[src/rtl/fifo_wr_arb.sv]
// Round-robin write arbiter: grants one producer at a time a burst of up to
// MAX_BURST beats into a shared FIFO. After each burst the arbiter spends one
// cycle in IDLE before it re-arbitrates.
//
// state   | meaning
// --------+--------------------------------------------------------------
// S_IDLE  | no owner; pick the next requester round-robin unless FIFO almost full
// S_BURST | owner grant_q streams beats until its last beat or MAX_BURST beats
module fifo_wr_arb #(
  parameter int NUM_REQ    = 4,
  parameter int DATA_WIDTH = 64,
  parameter int MAX_BURST  = 8
) (
  input  logic                          clk,
  input  logic                          rst_n,
  input  logic [NUM_REQ-1:0]            req_valid,
  input  logic [NUM_REQ*DATA_WIDTH-1:0] req_data,
  input  logic [NUM_REQ-1:0]            req_last,
  output logic [NUM_REQ-1:0]            req_ready,
  output logic [DATA_WIDTH-1:0]         fifo_data,
  output logic                          fifo_push,
  input  logic                          fifo_accept,
  input  logic                          fifo_almost_full,
  output logic [$clog2(NUM_REQ)-1:0]    grant_id,
  output logic                          busy
);

  localparam int GW = $clog2(NUM_REQ);

  typedef enum logic {
    S_IDLE  = 1'b0,
    S_BURST = 1'b1
  } state_t;

  state_t        state_q, state_d;
  logic [GW-1:0] grant_q, grant_d;
  logic [GW-1:0] last_owner_q, last_owner_d;
  logic [7:0]    beat_cnt_q, beat_cnt_d;

  logic [GW-1:0] cand;
  logic [GW-1:0] sel_idx;
  logic          sel_found;
  logic          owner_valid;
  logic          owner_last;
  logic          beat;
  logic          burst_end;

  // Round-robin pick: first valid requester starting one past the last owner.
  always_comb begin
    sel_found = 1'b0;
    sel_idx   = '0;
    cand      = '0;
    for (int k = 1; k <= NUM_REQ; k++) begin
      cand = GW'((int'(last_owner_q) + k) % NUM_REQ);
      if (!sel_found && req_valid[cand]) begin
        sel_found = 1'b1;
        sel_idx   = cand;
      end
    end
  end

  // Owner mux; the write path is combinational so a beat lands in the same cycle.
  always_comb begin
    owner_valid = req_valid[grant_q];
    owner_last  = req_last[grant_q];
    fifo_data   = req_data[int'(grant_q)*DATA_WIDTH +: DATA_WIDTH];
  end

  // Handshake outputs; everything is gated by the registered state.
  always_comb begin
    busy      = (state_q == S_BURST);
    fifo_push = busy & owner_valid & fifo_accept;
    req_ready = '0;
    if (busy && fifo_accept) begin
      req_ready[grant_q] = 1'b1;
    end
  end

  assign grant_id  = grant_q;
  assign beat      = fifo_push;
  assign burst_end = beat &
                     (owner_last | (({1'b0, beat_cnt_q} + 9'd1) == 9'(MAX_BURST)));

  // Next-state: grant from IDLE, count beats and release in BURST.
  always_comb begin
    state_d      = state_q;
    grant_d      = grant_q;
    last_owner_d = last_owner_q;
    beat_cnt_d   = beat_cnt_q;
    case (state_q)
      S_IDLE: begin
        if (sel_found && !fifo_almost_full) begin
          state_d    = S_BURST;
          grant_d    = sel_idx;
          beat_cnt_d = '0;
        end
      end
      S_BURST: begin
        if (burst_end) begin
          state_d      = S_IDLE;
          last_owner_d = grant_q;
          beat_cnt_d   = '0;
        end else if (beat) begin
          beat_cnt_d = beat_cnt_q + 8'd1;
        end
      end
      default: state_d = S_IDLE;
    endcase
  end

  // State registers; last_owner resets to the top index so requester 0 wins first.
  always_ff @(posedge clk or negedge rst_n) begin
    if (!rst_n) begin
      state_q      <= S_IDLE;
      grant_q      <= '0;
      last_owner_q <= GW'(NUM_REQ - 1);
      beat_cnt_q   <= '0;
    end else begin
      state_q      <= state_d;
      grant_q      <= grant_d;
      last_owner_q <= last_owner_d;
      beat_cnt_q   <= beat_cnt_d;
    end
  end

endmodule

[config.mk]
export PLATFORM = sky130hd
export DESIGN_NAME = fifo_wr_arb
export DESIGN_NICKNAME = d
export VERILOG_FILES = /design/src/rtl/fifo_wr_arb.sv
export SDC_FILE = /design/constraint.sdc
export NUM_CORES = 1
export LEC_CHECK = 0
export ABC_AREA = 1
export BUFFER_PORTS_ARGS = -buffer_cell sky130_fd_sc_hd__buf_2
export CAP_MARGIN = 15
export CORE_AREA = 2 2 131 133
export CTS_CLUSTER_SIZE = 12
export DETAILED_ROUTE_END_ITERATION = 6
export DIE_AREA = 0 0 133 135
export SLEW_MARGIN = 20
export SYNTH_ARGS = -nofsm -noshare
export SYNTH_HDL_FRONTEND = slang
export SYNTH_SLANG_ARGS = --single-unit
[constraint.sdc]
create_clock -name clk -period 2.18 [get_ports clk]
set_input_delay 0.545 -clock clk [delete_from_list [all_inputs] [get_ports clk]]
set_output_delay 0.545 -clock clk [all_outputs]
set_load 0.05 [all_outputs]
==> summary.md <==
| Metric | Value |
|---|---|
| Outcome | `finished, final reports clean` |
| Critical-path maximum fanout | `18` |
| Number of global-route vias before repair | `around 4.3k` |
| Startpoint types | `flip-flop` |
| Via density | `between 4 and 5` |
| Initial antenna violation count | `15` |
| Post-synth net total | `694` |
| # H-tree levels | `1` |
| Die area | `between 15000 and 20000 µm²` |
| Setup CP Type | `flip-flop to primary output` |
| Final worst path period share | `~100%` |
| Final number of max-transition violations | `0` |
| Skew final | `roughly 0.0078 ns` |
| DPL Wire Length | `14100 µm` |
| Detailed-route wire length per cell | `18.4 µm` |
| Sequential share of the synthesized area | `around an eighth` |
| Routed Antenna Nets | `0` |
| DRT Pass-1 Iters | `4` |
| Placed inst area | `4820 µm²` |
| Post-Synthesis Cells | `roughly 420` |
| Post-Syn Area per Cell | `between 5 and 6 µm²` |
| Post-synth ARST share | `between 90% and 100%` |
| Yosys warnings | `0` |
| RSZ-0062 raised after global routing | `yes` |
| CP cell instances | `nor2_4 -> bufbuf_16 -> a22oi_1 -> nand2_2 -> buf_4` |
| Slew HR | `~80%` |
| First-pass GRT wire length | `~24000 µm` |
| Die H | `roughly 140 µm` |
| CTS tree | `built` |
| Max rail drop VDD | `roughly 0.90 mV` |
| Max-cap violations | `0` |
| Bufs and invs on worst path | `2` |
| Std-Cell Rows | `47` |
| Critical Path AT | `approximately 1.6 ns` |
| I/O Buffers | `roughly 340` |
| Slowest-stage cell, CP | `dfrtp_2` |
| Leakage power | `2.90 nW` |
| Clk Tree Root Cell | `clkbuf_16` |
| Post-route DRC | `0` |
| Clock period minus worst slack | `around 2.2 ns` |
| Starting Density | `about 15%` |
| DRT iter0 DRCs | `214` |
| Worst path max stage delay | `approximately 0.45 ns` |
| Unique masters post-synth | `31` |
| Number of synthesized flops with an enable pin | `0` |
| GPL Wtd Cong | `between 0.9 and 1` |
| Crit-path leading delay family | `buffers and inverters` |
| GR Overflow Total | `0` |
| Final wirelength | `roughly 18000 µm` |
| Design area | `around 5700 µm²` |
| Setup crit end kind | `primary output` |
| Filler cell count | `1763` |
| Layout cell share with drive strength beyond 1 | `between 60% and 70%` |
| Yosys reg bits | `13` |
| Setup violations, final | `0` |
| Total Routing Usage GR | `17.2%` |
| Main flop type after synthesis | `dfrtp_1` |
| Cell area after synthesis | `2530 µm²` |
| WP data required | `around 1.6 ns` |
| Clock Latency Late Sink | `0.24 ns` |
| Post-layout nets | `1029` |
| # IOs | `340` |
| Clock Pin Slew Worst Setup and Hold Paths | `around 0.050 ns` |
| Power per cell area | `between 1500 and 2000 nW/µm²` |
| Core Area | `16400 µm²` |
| Syn-to-layout area delta | `124%` |
| Final Hold Viols | `0` |
| Worst min path class | `primary input to async pin` |
| Fin util | `about a third` |
| Chip width | `133 µm` |
| Max clock buf depth | `2` |
| Via count | `around 4.6k` |
| CTS sink count | `13` |
| Pin count of the biggest net entering global routing | `42` |
| FMAX | `~0.46 GHz` |
| CTS Buf Count | `3` |
| Least-Margin Pin Slew | `a little under 0.3 ns` |
| Hold Buf Count CTS | `0` |
per-stage QoR:
stage / worst slack (ns) / TNS (ns) / cells / power [mW] / hold WS, ns
2_1_floorplan: -0.0477 / -0.0477 / 424 / 5.79 / 0.249
3_3_place_gp: 0.145 / 0 / 965 / 7.80 / 0.449
3_5_place_dp: 0.168 / 0 / 965 / 7.83 / 0.451
4_1_cts: -0.00111 / -0.00111 / 972 / 8.80 / 0.196
5_1_grt: -0.0543 / -0.774 / 983 / 10.2 / 0.211
6_report: 0.00290 / 0 / 988 / 9.68 / 0.182
what timing repair did:
item	CTS	global route
resized for setup	67	86
endpoints found under the setup margin	62	65
cloned	1	4
hold endpoints to repair	0	0
pin swaps	3	7
setup buffers	2	2
state kept, by name, indices dropped and copies added, names as in the netlist:
register,cells
grant_id,2
last_owner_q,2
beat_cnt_q,8
busy,1
cell usage in the layout (no fill, tap or decap), types with 14 or more instances in the layout:
master | Yosys | routed
buf_12 | 0 | 14
nand2_1 | 142 | 87
nand3_1 | 37 | 27
inv_1 | 19 | 18
buf_4 | 0 | 52
nand2_2 | 9 | 64
buf_2 | 3 | 274
buf_6 | 3 | 15
a22oi_1 | 116 | 50
nor2_1 | 19 | 18
a22oi_2 | 0 | 66
synth_stat cells (all sizes together) (2+ instances only):
cell type  instances  area, µm²
a22oi            116        871
inv               27        104
nand3             39        220
o22ai              2       12.5
a21oi              3       15.0
nand2            152        601
nor2              24        121
nand4              4       25.0
clkbuf            12       45.0
buf               18       93.8
dfrtp             11        275
ha                 2       25.0
o21ai              7       42.5
dfstp              2       52.6
final cells by class:
class	count	area (µm²)	area share, %
Multi-Input combinational cell	353	2490	44.0
Clock buffer	4	78.8	1.39
Inverter	28	123	2.16
Sequential cell	13	330	5.83
Antenna cell	10	25.0	0.442
Tap cell	220	275	4.86
Timing Repair Buffer	360	2340	41.3
layer usage:
metal / track usage (%) / wire, µm / vias up
li1: - / - / 2209
met3: 5.71 / 1810 / 36
met5: 0 / 40 / -
met2: 28.7 / 8770 / 246
met4: 4.36 / 636 / 6
met1: 21.4 / 6940 / 2112
where the power goes:
group / internal [mW] / total (mW) / switching, mW
clock network: 0.247 / 0.346 / 0.0996
logic: 3.11 / 8.89 / 5.78
registers: 0.327 / 0.444 / 0.118
total: 3.69 / 9.68 / 5.99
logic make-up (layout without fill, tap and decap cells):
family | count (synthesis) | after routing | share of synthesized area (%)
and+or+nand+nor | 221 | 221 | 38.6
AOI/OAI and AO/OA | 130 | 130 | 37.7
buffers and inverters | 58 | 392 | 9.72
DFF | 13 | 13 | 12.9
adders and majority gates | 2 | 2 | 0.987
other | 0 | 10 | 0
worst paths after layout:
| check | from | endpoint | slack, ns | cells past startpoint |
|---|---|---|---|---|
| worst max-delay path | grant_id[0] | fifo_data[19] | 0.003 | 5 |
| worst min-delay path | rst_n | busy | 0.18 | 1 |
| worst max register to register | last_owner_q[0] | beat_cnt_q[5] | 0.33 | 11 |
| worst min register to register | last_owner_q[1] | last_owner_q[1] | 0.53 | 2 |
| max in group asynchronous | rst_n | last_owner_q[1] | 1.71 | 1 |
| min in group clk | last_owner_q[1] | last_owner_q[1] | 0.53 | 2 |
Note: power is estimated with default switching activity, not from simulation.
